`config.mk`:
```
export PLATFORM = sky130hd
export DESIGN_NAME = nvram_upload_flat
export DESIGN_NICKNAME = d
export VERILOG_FILES = /design/src/rtl/nvram_pkg.sv /design/src/rtl/nvram_upload_if.sv /design/src/rtl/rd_lat_pipe.sv /design/src/rtl/nvram_upload.sv /design/src/flat_wrapper.sv
export SDC_FILE = /design/constraint.sdc
export NUM_CORES = 1
export LEC_CHECK = 0
export ABC_AREA = 1
export ABC_CLOCK_PERIOD_IN_PS = 2600
export CAP_MARGIN = 10
export CORE_UTILIZATION = 30
export CTS_CLUSTER_SIZE = 10
export DETAILED_ROUTE_END_ITERATION = 7
export SLEW_MARGIN = 5
export SYNTH_ARGS = -nofsm -noshare
export SYNTH_HDL_FRONTEND = slang
export SYNTH_SLANG_ARGS = --single-unit
```
`constraint.sdc`:
```
create_clock -name clk_sys -period 2.6 [get_ports clk_sys]
set_input_delay 0.52 -clock clk_sys [delete_from_list [all_inputs] [get_ports clk_sys]]
set_output_delay 0.52 -clock clk_sys [all_outputs]
set_load 0.05 [all_outputs]
```
`src/rtl/nvram_pkg.sv`:
```
`default_nettype none
// ============================================================================
// Module   : nvram_pkg
// Brief    : Shared types and constants for the NVRAM upload reader.
// Revision : 1.0
// ============================================================================
package nvram_pkg;

    typedef enum logic [2:0] {
        IDLE    = 3'd0,
        PAUSE   = 3'd1,
        READY   = 3'd2,
        FETCH   = 3'd3,
        RELEASE = 3'd4
    } state_t;

    localparam logic [7:0] FILL_BYTE     = 8'hFF;
    localparam logic [7:0] DEFAULT_INDEX = 8'd4;

endpackage
`default_nettype wire

```
`src/rtl/nvram_upload_if.sv`:
```
`default_nettype none
// ============================================================================
// Module   : nvram_upload_if
// Brief    : HPS ioctl upload, RAM read port and CPU pause handshake bundle.
// Revision : 1.0
// ============================================================================
interface nvram_upload_if #(
    parameter int RAM_AW = 10
);
    logic              ioctl_upload;
    logic [7:0]        ioctl_index;
    logic              ioctl_rd;
    logic [24:0]       ioctl_addr;
    logic [7:0]        ioctl_din;
    logic              ioctl_wait;
    logic [RAM_AW-1:0] ram_addr;
    logic              ram_rd;
    logic [7:0]        ram_q;
    logic              pause_req;
    logic              pause_ack;
    logic [RAM_AW:0]   byte_count;

    modport slave (
        input  ioctl_upload, ioctl_index, ioctl_rd, ioctl_addr, ram_q, pause_ack,
        output ioctl_din, ioctl_wait, ram_addr, ram_rd, pause_req, byte_count
    );

    modport master (
        output ioctl_upload, ioctl_index, ioctl_rd, ioctl_addr, ram_q, pause_ack,
        input  ioctl_din, ioctl_wait, ram_addr, ram_rd, pause_req, byte_count
    );
endinterface
`default_nettype wire

```
`src/rtl/rd_lat_pipe.sv`:
```
`default_nettype none
// ============================================================================
// Module   : rd_lat_pipe
// Brief    : DEPTH-deep valid shift register marking when RAM read data lands.
// Revision : 1.0
// ============================================================================
module rd_lat_pipe #(
    parameter int DEPTH = 1
) (
    input  logic clk,
    input  logic rst,
    input  logic i_flush,
    input  logic i_valid,
    output logic o_valid
);
    logic [DEPTH-1:0] r_sr;

    generate
        if (DEPTH == 1) begin : g_single
            always_ff @(posedge clk) begin
                if (rst || i_flush) r_sr <= '0;
                else                r_sr <= i_valid;
            end
        end else begin : g_shift
            always_ff @(posedge clk) begin
                if (rst || i_flush) r_sr <= '0;
                else                r_sr <= {r_sr[DEPTH-2:0], i_valid};
            end
        end
    endgenerate

    assign o_valid = r_sr[DEPTH-1];

endmodule
`default_nettype wire

```
`src/rtl/nvram_upload.sv`:
```
`default_nettype none
// ============================================================================
// Module   : nvram_upload
// Brief    : Serves HPS upload reads from work RAM while the game CPU is paused.
// Revision : 1.0
// ============================================================================
module nvram_upload
    import nvram_pkg::*;
#(
    parameter logic [7:0] INDEX  = DEFAULT_INDEX,
    parameter int         RAM_AW = 10,
    parameter int         SIZE   = 1024,
    parameter int         RD_LAT = 1
) (
    input  logic           clk_sys,
    input  logic           reset,
    nvram_upload_if.slave  bus
);
    localparam logic [24:0]     c_size_addr = 25'(SIZE);
    localparam logic [RAM_AW:0] c_size_cnt  = (RAM_AW+1)'(SIZE);
    localparam logic [RAM_AW:0] c_cnt_one   = (RAM_AW+1)'(1);

    state_t            r_state;
    logic              r_pending;
    logic              r_oor;
    logic [7:0]        r_din;
    logic              r_wait;
    logic [RAM_AW-1:0] r_ram_addr;
    logic              r_ram_rd;
    logic              r_pause_req;
    logic [RAM_AW:0]   r_count;

    logic w_sel;
    logic w_req_oor;
    logic w_cap;
    logic w_abort;

    assign w_sel     = bus.ioctl_upload && (bus.ioctl_index == INDEX);
    assign w_req_oor = bus.ioctl_addr >= c_size_addr;
    // Session ends on sel low in any active state; IDLE/RELEASE ignore it.
    assign w_abort   = !w_sel && (r_state == PAUSE || r_state == READY || r_state == FETCH);

    // Flushing in RELEASE drops the strobe of an aborted fetch.
    rd_lat_pipe #(
        .DEPTH (RD_LAT)
    ) u_lat (
        .clk     (clk_sys),
        .rst     (reset),
        .i_flush (r_state == RELEASE),
        .i_valid (r_ram_rd),
        .o_valid (w_cap)
    );

    always_ff @(posedge clk_sys) begin
        if (reset) begin
            r_state     <= IDLE;
            r_pending   <= 1'b0;
            r_oor       <= 1'b0;
            r_din       <= 8'h00;
            r_wait      <= 1'b0;
            r_ram_addr  <= '0;
            r_ram_rd    <= 1'b0;
            r_pause_req <= 1'b0;
            r_count     <= '0;
        end else begin
            r_ram_rd <= 1'b0;
            if (w_abort) begin
                r_state     <= RELEASE;
                r_wait      <= 1'b0;
                r_pause_req <= 1'b0;
                r_pending   <= 1'b0;
            end else begin
                case (r_state)
                    // Level start also picks up a sel that rose during RELEASE.
                    IDLE: begin
                        if (w_sel) begin
                            r_state     <= PAUSE;
                            r_pause_req <= 1'b1;
                            r_wait      <= 1'b1;
                            r_count     <= '0;
                            r_pending   <= bus.ioctl_rd;
                            if (bus.ioctl_rd) begin
                                r_ram_addr <= bus.ioctl_addr[RAM_AW-1:0];
                                r_oor      <= w_req_oor;
                            end
                        end
                    end
                    PAUSE: begin
                        if (bus.pause_ack) begin
                            r_pending <= 1'b0;
                            if (r_pending) begin
                                r_state  <= FETCH;
                                r_ram_rd <= !r_oor;
                            end else begin
                                r_state <= READY;
                                r_wait  <= 1'b0;
                            end
                        end
                    end
                    READY: begin
                        if (bus.ioctl_rd) begin
                            r_state    <= FETCH;
                            r_wait     <= 1'b1;
                            r_ram_addr <= bus.ioctl_addr[RAM_AW-1:0];
                            r_oor      <= w_req_oor;
                            r_ram_rd   <= !w_req_oor;
                        end
                    end
                    FETCH: begin
                        if (r_oor || w_cap) begin
                            r_din   <= r_oor ? FILL_BYTE : bus.ram_q;
                            r_wait  <= 1'b0;
                            r_state <= READY;
                            if (r_count != c_size_cnt) r_count <= r_count + c_cnt_one;
                        end
                    end
                    RELEASE: begin
                        if (!bus.pause_ack) r_state <= IDLE;
                    end
                    default: r_state <= IDLE;
                endcase
            end
        end
    end

    assign bus.ioctl_din  = r_din;
    assign bus.ioctl_wait = r_wait;
    assign bus.ram_addr   = r_ram_addr;
    assign bus.ram_rd     = r_ram_rd;
    assign bus.pause_req  = r_pause_req;
    assign bus.byte_count = r_count;

endmodule
`default_nettype wire

```
`src/flat_wrapper.sv`:
```
// flat-port wrapper written by rule: the top's interface ports become plain ports
module nvram_upload_flat import nvram_pkg::*;
#(
    parameter logic [7:0] INDEX  = DEFAULT_INDEX,
    parameter int         RAM_AW = 10,
    parameter int         SIZE   = 1024,
    parameter int         RD_LAT = 1
)
  (clk_sys, reset, bus_ioctl_upload, bus_ioctl_index, bus_ioctl_rd, bus_ioctl_addr, bus_ram_q, bus_pause_ack, bus_ioctl_din, bus_ioctl_wait, bus_ram_addr, bus_ram_rd, bus_pause_req, bus_byte_count);
  nvram_upload_if #(.RAM_AW(RAM_AW)) bus_i ();
  input  logic clk_sys;
  input  logic reset;
  input wire logic [$bits(bus_i.ioctl_upload)-1:0] bus_ioctl_upload;
  input wire logic [$bits(bus_i.ioctl_index)-1:0] bus_ioctl_index;
  input wire logic [$bits(bus_i.ioctl_rd)-1:0] bus_ioctl_rd;
  input wire logic [$bits(bus_i.ioctl_addr)-1:0] bus_ioctl_addr;
  input wire logic [$bits(bus_i.ram_q)-1:0] bus_ram_q;
  input wire logic [$bits(bus_i.pause_ack)-1:0] bus_pause_ack;
  output wire logic [$bits(bus_i.ioctl_din)-1:0] bus_ioctl_din;
  output wire logic [$bits(bus_i.ioctl_wait)-1:0] bus_ioctl_wait;
  output wire logic [$bits(bus_i.ram_addr)-1:0] bus_ram_addr;
  output wire logic [$bits(bus_i.ram_rd)-1:0] bus_ram_rd;
  output wire logic [$bits(bus_i.pause_req)-1:0] bus_pause_req;
  output wire logic [$bits(bus_i.byte_count)-1:0] bus_byte_count;
  assign bus_i.ioctl_upload = bus_ioctl_upload;
  assign bus_i.ioctl_index = bus_ioctl_index;
  assign bus_i.ioctl_rd = bus_ioctl_rd;
  assign bus_i.ioctl_addr = bus_ioctl_addr;
  assign bus_i.ram_q = bus_ram_q;
  assign bus_i.pause_ack = bus_pause_ack;
  assign bus_ioctl_din = bus_i.ioctl_din;
  assign bus_ioctl_wait = bus_i.ioctl_wait;
  assign bus_ram_addr = bus_i.ram_addr;
  assign bus_ram_rd = bus_i.ram_rd;
  assign bus_pause_req = bus_i.pause_req;
  assign bus_byte_count = bus_i.byte_count;
  nvram_upload #(.INDEX(INDEX), .RAM_AW(RAM_AW), .SIZE(SIZE), .RD_LAT(RD_LAT)) u_core (.clk_sys(clk_sys), .reset(reset), .bus(bus_i));
endmodule
```
======== Word level (Yosys, flattened, before mapping) ========
Cells that the tools add are included.
storage, ports and cells
  register bits after elaboration ......... 38
  bits of input ports ..................... 46
  output and inout port bits .............. 32
  word-level logic and storage cells ...... 87
operators by class
  $add $sub $neg .......................... 1
  $lt $le $gt $ge ......................... 1
  equal/unequal tests ..................... 18
  mux-type cells .......................... 32
  bitwise operators ....................... 1
  reduce and logical (&&, ||, !) cells .... 23
operators with widths
  cell                                                                                   number
  11-bit two-way mux                                                                     3
  25-bit by 11-bit greater-or-equal comparator with 1-bit output, second input constant  1
  11-bit case mux with 2 select lines                                                    1
  10-bit two-way mux                                                                     2
  10-bit case mux with 2 select lines                                                    1
  3-bit two-way mux                                                                      6
  3-bit case mux with 5 select lines                                                     1
  5-bit AND reduction                                                                    3
  1-bit two-way mux                                                                      13
  2-bit inequality test, second input constant                                           6
  3-bit by 2-bit inequality test with 1-bit output, second input constant                4
  11-bit by 1-bit adder with 11-bit output, second input constant                        1
  11-bit inequality test, second input constant                                          1
  3-bit AND reduction                                                                    3
  8-bit by 3-bit equality test with 1-bit output, second input constant                  1
  8-bit two-way mux                                                                      1
  3-bit by 2-bit equality test with 1-bit output, second input constant                  2
  1-bit case mux with 2 select lines                                                     3
  6-bit AND reduction                                                                    1
  2-bit nonzero test                                                                     3
  1-bit logical OR                                                                       4
  1-bit case mux with 4 select lines                                                     1
  4-bit nonzero test                                                                     1
  3-bit by 1-bit equality test with 1-bit output, second input constant                  1
  other kinds (9)                                                                        12

======== Longest topological paths before layout ========
Gate-level depths: netlist of the first run.
  depth in word-level cells ............... 6
  depth in mapped cells ................... 11
  depth with buffers taken out ............ 10

======== Modules after synthesis ========
Synthesis of the first run repeated with hierarchy kept, for this count alone.
second synthesis, totals
  cells, all modules ...................... 309
  area total of the unflattened synthesis .. 2148.3 um2
modules (own cells, without submodules)
  module        times used  cells each  area an instance (um2)  seq. area each (um2)
  nvram_upload  1           305         2114.5                  740.7
  rd_lat_pipe   1           4           33.8                    20.0

======== Worst setup path before layout of the first run ========
No wires, ideal clock.
  path type ............................... reg-to-reg
  start point ............................. register u_core.r_count[0], in the netlist u_core.bus.byte_count[0]
  end point ............................... register u_core.r_count[8], in the netlist u_core.bus.byte_count[8]
  setup time .............................. 71 ps
  data arrival time ....................... 1717 ps
  data required time ...................... 2529 ps
  path slack .............................. 813 ps
  stages on the path, launching flop included .. 8
  path buffers ............................ 0
  period minus slack after synthesis ...... 1787 ps
  path through ............................ dfxtp_1 -> ha_1 -> nand2_1 -> nor2_1 -> a21oi_1 -> nor3_2 -> nand2_4 -> a21oi_2
between the ends
  cells in the longest elaborated chain, start to end .. 4
  elaborated cells between the ends (all ways) .. 7
  classes of those cells .................. 1 x add/sub; 2 x eq/ne; 3 x mux; 1 x reduce/logical
ends and longest elaborated chain
  item                                      line                 source
  start, declared                           nvram_upload.sv:31   logic [RAM_AW:0] r_count;
  start signal, assigned                    nvram_upload.sv:114  if (r_count != c_size_cnt) r_count <= r_count + c_cnt_one;
  11-bit by 1-bit adder with 11-bit output  nvram_upload.sv:114
  11-bit two-way mux                        nvram_upload.sv:114
  11-bit two-way mux                        nvram_upload.sv:110  if (r_oor || w_cap) begin
  11-bit case mux with 2 select lines       nvram_upload.sv:73   case (r_state)
Several ways; a longest one is shown, not always the timed one. The select of a mux whose other input is x is not followed.
A chain may end at the register's enable or synchronous reset.

======== Worst setup path after layout of the first run ========
  start point ............................. register u_core.r_count[2], in the netlist u_core.bus.byte_count[2]
  end point ............................... output port bus_byte_count[2]
RTL lines
  item           line                source
  end, declared  flat_wrapper.sv:24  output wire logic [$bits(bus_i.byte_count)-1:0] bus_byte_count;
No word-level cell between the ends.

==> summary.md, run 1 <==
| Metric | Value |
|---|---|
| Outcome | `finished clean` |
| PD cells | `741 mW/mm2` |
| Number of diodes | `0` |
| Reg2reg end | `u_core.bus.ioctl_din[3]` |
| Cell-internal power | `1440 uW` |
| Site Rows | `30` |
| # H-tree levels | `2` |
| Antenna violations before repair | `0` |
| Worst-path clk slew | `80 ps` |
| Crit path capture type | `output pin` |
| Worst Skew | `approximately 2.2 ps` |
| Clock tree from TritonCTS | `yes` |
| CTS resizes | `0` |
| Rel. slew slack | `64.8%` |
| Post-route DRC | `0` |
| WL final | `slightly above 5000 um` |
| Peak supply drop | `0.347 mV` |
| CTS max path bufs | `2` |
| Final worst-path cycle share | `81.9%` |
| Maximum clock frequency | `469 MHz` |
| Sequential Area | `around 760 um2` |
| Final nets | `between 400 and 500` |
| Hold Buf Count CTS | `0` |
| Final Hold Fails | `0` |
| First-pass GRT wire length | `8880 um` |
| Clk sinks | `38` |
| Total die area | `between 0.007 and 0.008 mm2` |
| GRT Total Usage | `14.6%` |
| Hold worst-path end | `u_core.u_lat.o_valid` |
| Multi-input gate area | `0.00123 mm2` |
| Sw frac | `39.3%` |
| Fill cells | `740` |
| R2r setup slk | `920 ps` |
| Gp weighted congestion | `0.850` |
| Hold depth | `2` |
| DRT iter0 DRCs | `53` |
| Starting Density | `between 30% and 40%` |
| First-pass detailed-route iteration total | `4` |
| Startpoint types | `flop` |
| Mapped Area | `0.00218 mm2` |
| Syn nets | `368` |
| Leakage power | `around 0.0014 uW` |
| DR vias/cell | `4.36` |
| Antenna Violating Nets Remaining | `0` |
| Crit path time final | `~2100 ps` |
| Crit path buf inv count | `1` |
| Worst setup margin | `470 ps` |
| Synth Warn # | `0` |
| PortBufs | `77` |
| Post-synthesis sequential area ratio | `34.8%` |
| Setup TNS | `0 ps` |
| Comb power frac | `43.6%` |
| Synth-to-Final Area Change | `46.4%` |
| Data arrival, critical path | `between 1500 and 2000 ps` |
| Share of cells above drive strength 1 | `around 15%` |
| Required @ worst endpoint | `2080 ps` |
| Cell family with most CP delay | `buffers and inverters` |
| Post CTS Setup Buffer Count | `0` |
| Num CTS Buffers | `5` |
| Root Driver | `clkbuf_8` |
| Max incr delay on CP | `~850 ps` |
| Clock latency on the worst-skew pair | `~280 ps` |
| Commonest non-fill, non-tap cell in the layout | `clkdlybuf4s50_1` |
| NetSw | `around 930 uW` |
| Reg2Reg Depth | `7` |
| Critical path depth | `1` |
| Sequential power share | `30.0%` |
| Slew at the pin closest to its max-slew limit | `527 ps` |
| Worst min path class | `flop to flop` |
| #FFs+latches synth | `38` |
| Pre-CTS setup slack | `371 ps` |
| Clock power frac | `26.4%` |
| Worst Hold Launch | `u_core.bus.ram_rd` |
| Wire per inst | `10.4 um` |
| HPWL after DPL | `approximately 4000 um` |
| CP Max Fanout | `7` |
| Syn Area/Cell | `6.83 um2` |
| Slew Limit Fails | `0` |
| Yosys cell types | `32` |
| GR Overflow Total | `0` |
| Vias in the first global route | `between 2000 and 2500` |
| IO Pins | `78` |
| Cell Chain, Critical Path | `clkdlybuf4s50_1` |
| RSZ-0062 raised after global routing | `no` |
| DR vias | `2167` |
| Reg2reg start | `u_core.r_state[1]` |
| Synth Instances | `320` |
| Largest net degree at the start of global routing | `23` |
| Die H | `a little under 90 um` |
| Setup-failing EPs final | `0` |
| Max Cap Viol | `0` |
| Most frequent cells in the layout | `clkdlybuf4s50_1, nand2_1, nor2_1, dfxtp_1, inv_1` |
| Slowest CP cell | `clkdlybuf4s50_1` |
| Die width | `87.3 um` |
| Worst Setup Path Type | `flop to output pin` |
| Core area | `between 0.006 and 0.007 mm2` |
flip-flops by register name, indices dropped and copies added, names as in the netlist:
name / count
u_core.bus.ioctl_wait: 1
u_core.bus.ram_addr: 10
u_core.bus.ioctl_din: 8
u_core.r_state: 3
u_core.bus.ram_rd: 1
u_core.bus.byte_count: 11
u_core.u_lat.o_valid: 1
u_core.bus.pause_req: 1
u_core.r_pending: 1
u_core.r_oor: 1
area by class of cell:
class                           count  share of cell area, %
Multi-Input combinational cell    238                   38.3
Sequential cell                    38                   23.8
Timing Repair Buffer               81                   25.4
Clock buffer                        6                   2.58
Tap cell                           96                   3.76
Clock inverter                      2                   1.88
Inverter                           36                   4.23
layer usage:
metal  wire, um  vias up  track usage (%)
met1       2390      952             17.1
met4         35        0             3.58
li1           -     1159                -
met3        262        5             3.79
met2       2510       51             26.3
met5          0        -                0
through the flow:
| stage | hold slack, ps | util (%) | cell area, um2 | cells | power (uW) |
|---|---|---|---|---|---|
| floorplan | 465 | - | 2180 | 320 | 1490 |
| global placement | 432 | 44.2 | 3060 | 489 | 1760 |
| detailed placement | 426 | 44.2 | 3060 | 489 | 1760 |
| CTS | 436 | 46.3 | 3200 | 497 | 2400 |
| global route | 451 | 46.3 | 3200 | 497 | 2520 |
| finish | 435 | 46.3 | 3200 | 497 | 2370 |
power by group through the flow:
| stage | logic [uW] | registers (uW) | clock network [uW] |
|---|---|---|---|
| 2_1_floorplan | 588 | 904 | 0 |
| 4_1_cts | 1050 | 713 | 639 |
| 6_report | 1030 | 711 | 626 |
| 3_3_place_gp | 1030 | 725 | 0 |
| 5_1_grt | 1130 | 721 | 668 |
| 3_5_place_dp | 1040 | 725 | 0 |
synthesized netlist by cell type:
library cell / n / area share (%)
nand2_1: 71 / 12
nor2_1: 65 / 11
dfxtp_1: 38 / 35
inv_1: 31 / 5.3
a21oi_1: 20 / 4.6
o21ai_0: 12 / 2.7
a21oi_2: 10 / 4.0
nand2_4: 10 / 5.2
nand3_1: 10 / 2.3
or2_2: 8 / 2.3
nand2_2: 6 / 1.7
buf_4: 4 / 1.4
inv_2: 4 / 0.69
nand4_1: 4 / 1.1
nor2_4: 3 / 1.5
nor4_1: 3 / 0.86
xor2_1: 3 / 1.2
clkbuf_1: 2 / 0.34
ha_1: 2 / 1.1
o21ai_2: 2 / 0.80
and2_0: 1 / 0.29
buf_12: 1 / 0.92
buf_2: 1 / 0.23
clkinv_1: 1 / 0.17
nand3_2: 1 / 0.46
nor2_2: 1 / 0.29
nor3_1: 1 / 0.23
nor3_2: 1 / 0.46
nor3b_2: 1 / 0.57
o21ai_1: 1 / 0.23
o21bai_1: 1 / 0.34
xnor2_1: 1 / 0.40
worst max path at each step:
stage | startpoint | end | slack (ps)
floorplan | u_core.bus.byte_count[0] | u_core.bus.byte_count[8] | 810
detailed placement | bus_ioctl_index[2] | u_core.bus.byte_count[10] | 370
finish | u_core.bus.byte_count[2] | bus_byte_count[2] | 470
CTS | u_core.bus.byte_count[2] | bus_byte_count[2] | 440
global placement | bus_ioctl_index[2] | u_core.bus.byte_count[1] | 390
global route | u_core.bus.byte_count[2] | bus_byte_count[2] | 400
logic make-up after synthesis:
kind of cell | share of synthesized area, %
XOR/XNOR | 1.60
adder cells (fa/ha/maj) | 1.15
flip-flops | 34.8
AO/OA/AOI/OAI | 12.7
AND/OR/NAND/NOR | 40.7
buffers and inverters | 9.05
Note: power is estimated with default switching activity, not from simulation.
==> run 2, diff against run 1 <==
ABC_CLOCK_PERIOD_IN_PS = 1770   (was 2600)
clock period = 1.77 ns   (was 2.6 ns; I/O delays follow)
==> summary.md, run 2 (synthesis gave the netlist of run 1 again) <==
| Metric | Value |
|---|---|
| Outcome | `finished clean` |
| GR Overflow Total | `0` |
| Leakage power | `approximately 0.0015 uW` |
| Required @ worst endpoint | `1990 ps` |
| Crit path time final | `about 1600 ps` |
| Post-route DRC | `0` |
| Worst-path clk slew | `roughly 80 ps` |
| CP Max Fanout | `10` |
| # H-tree levels | `2` |
| Clk sinks | `38` |
| Rel. slew slack | `75.8%` |
| Hold Buf Count CTS | `0` |
| Post CTS Setup Buffer Count | `0` |
| Synth-to-Final Area Change | `46.0%` |
| WL final | `5200 um` |
| DR vias/cell | `4.33` |
| Reg2Reg Depth | `7` |
| Layout Cells excl Fill | `505` |
| Antenna Violating Nets Remaining | `0` |
| Number of diodes | `0` |
| Die width | `87.3 um` |
| Die H | `slightly below 90 um` |
| Hold depth | `2` |
| RSZ-0062 raised after global routing | `no` |
| Final Hold Fails | `0` |
| Root Driver | `clkbuf_8` |
| First-pass GRT wire length | `approximately 8800 um` |
| Most frequent cells in the layout | `nand2_1, nor2_1, clkdlybuf4s50_1, buf_4, dfxtp_1` |
| Max reg flops | `11` |
| Largest net degree at the start of global routing | `23` |
| Maximum clock frequency | `617 MHz` |
| Reg2reg end | `u_core.bus.ioctl_din[2]` |
| Peak supply drop | `0.483 mV` |
| CTS max path bufs | `2` |
| Cell total after placement | `497` |
| PD cells | `1100 mW/mm2` |
| Worst min path class | `flop to flop` |
| Slew at the pin closest to its max-slew limit | `359 ps` |
| Starting Density | `around a third` |
| Worst setup margin | `150 ps` |
| Pre-CTS setup slack | `-152 ps` |
| DR vias | `between 2000 and 2500` |
| PortBufs | `77` |
| Share of cells above drive strength 1 | `24.9%` |
| Commonest non-fill, non-tap cell in the layout | `nand2_1` |
| Clock latency on the worst-skew pair | `290 ps` |
| Worst Skew | `7.40 ps` |
| Hold worst-path end | `u_core.u_lat.o_valid` |
| Tot Pwr | `3510 uW` |
| Final nets | `456` |
| Max Cap Viol | `0` |
| Num CTS Buffers | `5` |
| Vias in the first global route | `2066` |
| Antenna violations before repair | `0` |
| Worst Setup Path Type | `input port to flop` |
| Final worst-path cycle share | `about 92%` |
| Startpoint types | `input port` |
| Reg2reg start | `u_core.r_state[1]` |
| Setup-failing EPs final | `0` |
| CTS resizes | `0` |
| Crit path capture type | `flop` |
| Data arrival, critical path | `~1800 ps` |
| Wire per inst | `about 10 um` |
| IO Pins | `just under 80` |
| GRT Total Usage | `14.4%` |
| Gp weighted congestion | `about 0.85` |
| Site Rows | `30` |
| HPWL after DPL | `3930 um` |
| First-pass detailed-route iteration total | `4` |
| Slew Limit Fails | `0` |
| Core area | `between 0.006 and 0.007 mm2` |
| Clock tree from TritonCTS | `yes` |
| DRT iter0 DRCs | `45` |
| Worst Hold Launch | `u_core.bus.ram_rd` |
| R2r setup slk | `240 ps` |
| Total die area | `0.00763 mm2` |
==> run 2: stage by stage <==
stage	instance area, um2	hold slack (ps)	util [%]	TNS (ps)
floorplan	2190	409	-	0
global placement	3050	435	44.2	-3250
detailed placement	3050	436	44.2	-4050
CTS	3190	460	46.2	0
global route	3190	496	46.2	0
finish	3190	449	46.2	0
==> run 2: worst max path at each step <==
stage | from | to | slack [ps] | cells after the start
global route | bus_ioctl_index[2] | u_core.bus.ioctl_din[1] | 9 | 8
floorplan | u_core.bus.byte_count[2] | u_core.bus.byte_count[7] | 130 | 7
detailed placement | bus_ioctl_upload | u_core.bus.ram_addr[5] | -150 | 10
global placement | bus_ioctl_index[2] | u_core.bus.byte_count[6] | -130 | 10
CTS | bus_ioctl_index[2] | u_core.bus.ram_addr[5] | 160 | 10
finish | bus_ioctl_index[2] | u_core.bus.byte_count[0] | 150 | 10
==> run 2: routing by layer <==
metal | up-vias | track usage [%] | part of all wire, %
li1 | 1176 | - | -
met1 | 959 | 17.3 | 46
met2 | 50 | 25.4 | 48
met3 | 2 | 4.27 | 5.8
met4 | 0 | 2.68 | 0.27
met5 | - | 0 | 0
==> run 2: cell type report <==
type                       instances  area [um2]
timing repair buffer              89         806
clock buffer                       5        68.8
clock inverter                     3        68.8
inverter                          36         135
sequential                        38         763
tap                               96         120
fill                             734        3720
multi-input combinational        238        1230
==> run 2: power breakdown <==
part,internal [uW],switching [uW]
Sequential,961,69.9
Clock,565,334
Combinational,587,996
Total,2110,1400
==> run 2: worst max-delay path, stage by stage <==
cell and delay [ps]:
clkdlybuf4s50_1 460, nand2_1 50, nor2_1 130, nand3_1 190, o21ai_2 140, nand2_2 80, nor2_4 110, buf_12 180
nand2_4 50, a21oi_2 100
==> run 3, diff against run 2 <==
PLACE_DENSITY_LB_ADDON = 0.05   (was not set)
==> summary.md, run 3 (synthesis gave the netlist of run 1 again) <==
| Metric | Value |
|---|---|
| Outcome | `finished clean` |
| Crit path capture type | `flop` |
| Worst-path clk slew | `80 ps` |
| Placed Area | `0.00307 mm2` |
| Core area | `0.00691 mm2` |
| RSZ-0062 raised after global routing | `no` |
| # H-tree levels | `2` |
| Root Driver | `clkbuf_8` |
| Worst Setup Path Type | `input port to flop` |
| GRT Total Usage | `between 10% and 20%` |
| Required @ worst endpoint | `2010 ps` |
| First-pass detailed-route iteration total | `4` |
| Gp weighted congestion | `0.760` |
| Max reg flops | `11` |
| Data arrival, critical path | `about 1900 ps` |
| Max Cap Viol | `0` |
| Wire per inst | `10.6 um` |
| Peak supply drop | `0.673 mV` |
| DR vias/cell | `~4.4` |
| Post-route core utilization | `between 40% and 50%` |
| M2 GR Usage | `24.1%` |
| Site Rows | `30` |
| CTS max path bufs | `2` |
| HPWL after DPL | `between 3000 and 4000 um` |
| CP Max Fanout | `5` |
| Final nets | `460` |
| Clock latency on the worst-skew pair | `290 ps` |
| First-pass GRT wire length | `8760 um` |
| PD cells | `1080 mW/mm2` |
| Worst Skew | `between 10 and 15 ps` |
| Tot Pwr | `3510 uW` |
| Post-route DRC | `0` |
| GR Overflow Total | `0` |
| Num CTS Buffers | `5` |
| Number of diodes | `0` |
| Synth-to-Final Area Change | `49.3%` |
| Clk sinks | `38` |
| PortBufs | `77` |
| Vias in the first global route | `approximately 2000` |
| IO Pins | `around 80` |
| Startpoint types | `input port` |
| Final Hold Fails | `0` |
| DR vias | `2217` |
| Pre-CTS setup slack | `-226 ps` |
| Leakage power | `0.00152 uW` |
| Worst setup margin | `around 85 ps` |
| Antenna violations before repair | `0` |
| Most frequent cells in the layout | `nand2_1, nor2_1, buf_4, clkdlybuf4s50_1, dfxtp_1` |
| Multi-input gate area | `0.00127 mm2` |
| Met1 Usage GRT | `18.6%` |
| GR peak layer | `met2` |
| Starting Density | `31.6%` |
| Final Instance Area | `0.00326 mm2` |
| Crit path time final | `1690 ps` |
| Die H | `87.3 um` |
| Met3 Track Usage GR | `2.75%` |
| Clock tree from TritonCTS | `yes` |
| Layout Cells excl Fill | `509` |
| Hold Buf Count CTS | `0` |
| Die width | `~87 um` |
| Commonest non-fill, non-tap cell in the layout | `nand2_1` |
| Largest net degree at the start of global routing | `23` |
| Share of cells above drive strength 1 | `26.2%` |
| WL final | `5390 um` |
| Cell total after placement | `499` |
| Antenna Violating Nets Remaining | `0` |
| Slew Limit Fails | `0` |
| DRT iter0 DRCs | `82` |
| Total die area | `0.00763 mm2` |
| Sequential Area | `763 um2` |
| Fill cells | `754` |
| Rel. slew slack | `approximately 75%` |
| Setup-failing EPs final | `0` |
| Final worst-path cycle share | `95.2%` |
| Slew at the pin closest to its max-slew limit | `approximately 380 ps` |
| Worst min path class | `flop to flop` |
| Maximum clock frequency | `approximately 590 MHz` |
run 3: stage by stage:
| step | hold WS (ps) | TNS (ps) |
|---|---|---|
| 4_1_cts | 441 | 0 |
| 3_5_place_dp | 428 | -5840 |
| 5_1_grt | 479 | 0 |
| 6_report | 437 | 0 |
| 3_3_place_gp | 432 | -5100 |
| 2_1_floorplan | 409 | 0 |
run 3: path summary, 6_finish.rpt:
check	start	to	slack, ps	cells past startpoint
setup / recovery	bus_ioctl_upload	u_core.bus.byte_count[5]	80	11
hold / removal	u_core.bus.ram_rd	u_core.u_lat.o_valid	440	2
setup reg to reg	u_core.r_state[0]	u_core.bus.byte_count[5]	190	10
hold reg to reg	u_core.bus.ram_rd	u_core.u_lat.o_valid	440	2
run 3: layout make-up:
cell class | instances | share of cell area (%)
clock buffers | 7 | 2.34
flip-flops and latches | 38 | 23.4
multi-input cells | 238 | 38.9
well taps | 96 | 3.68
inverters | 36 | 4.14
clock inverters | 1 | 0.921
repair buffers | 93 | 26.6
run 3: metal layers:
layer / share of wire [%] / up-vias
met3: 4.4 / 6
li1: - / 1183
met4: 1.1 / 0
met5: 0 / -
met2: 48 / 56
met1: 46 / 972
run 3: timing repair:
action,CTS,global route
setup buffers,0,1
setup endpoints to repair,0,26
resized for setup,0,14
endpoints found under the hold margin,0,0
run 3: power breakdown:
part | switching, uW | internal (uW) | total, uW
Clock | 307 | 422 | 729
Combinational | 1060 | 691 | 1750
Sequential | 66.5 | 962 | 1030
run 3: worst max-delay path, cell delays in order:
cell and delay, ps:
clkdlybuf4s50_1 470, nand2_2 70, nor2_4 130, nand3_4 90, buf_6 140, o21ai_4 50, nand2_2 80, nor2_4 180
clkbuf_16 200, nand2_4 40, a21oi_2 110
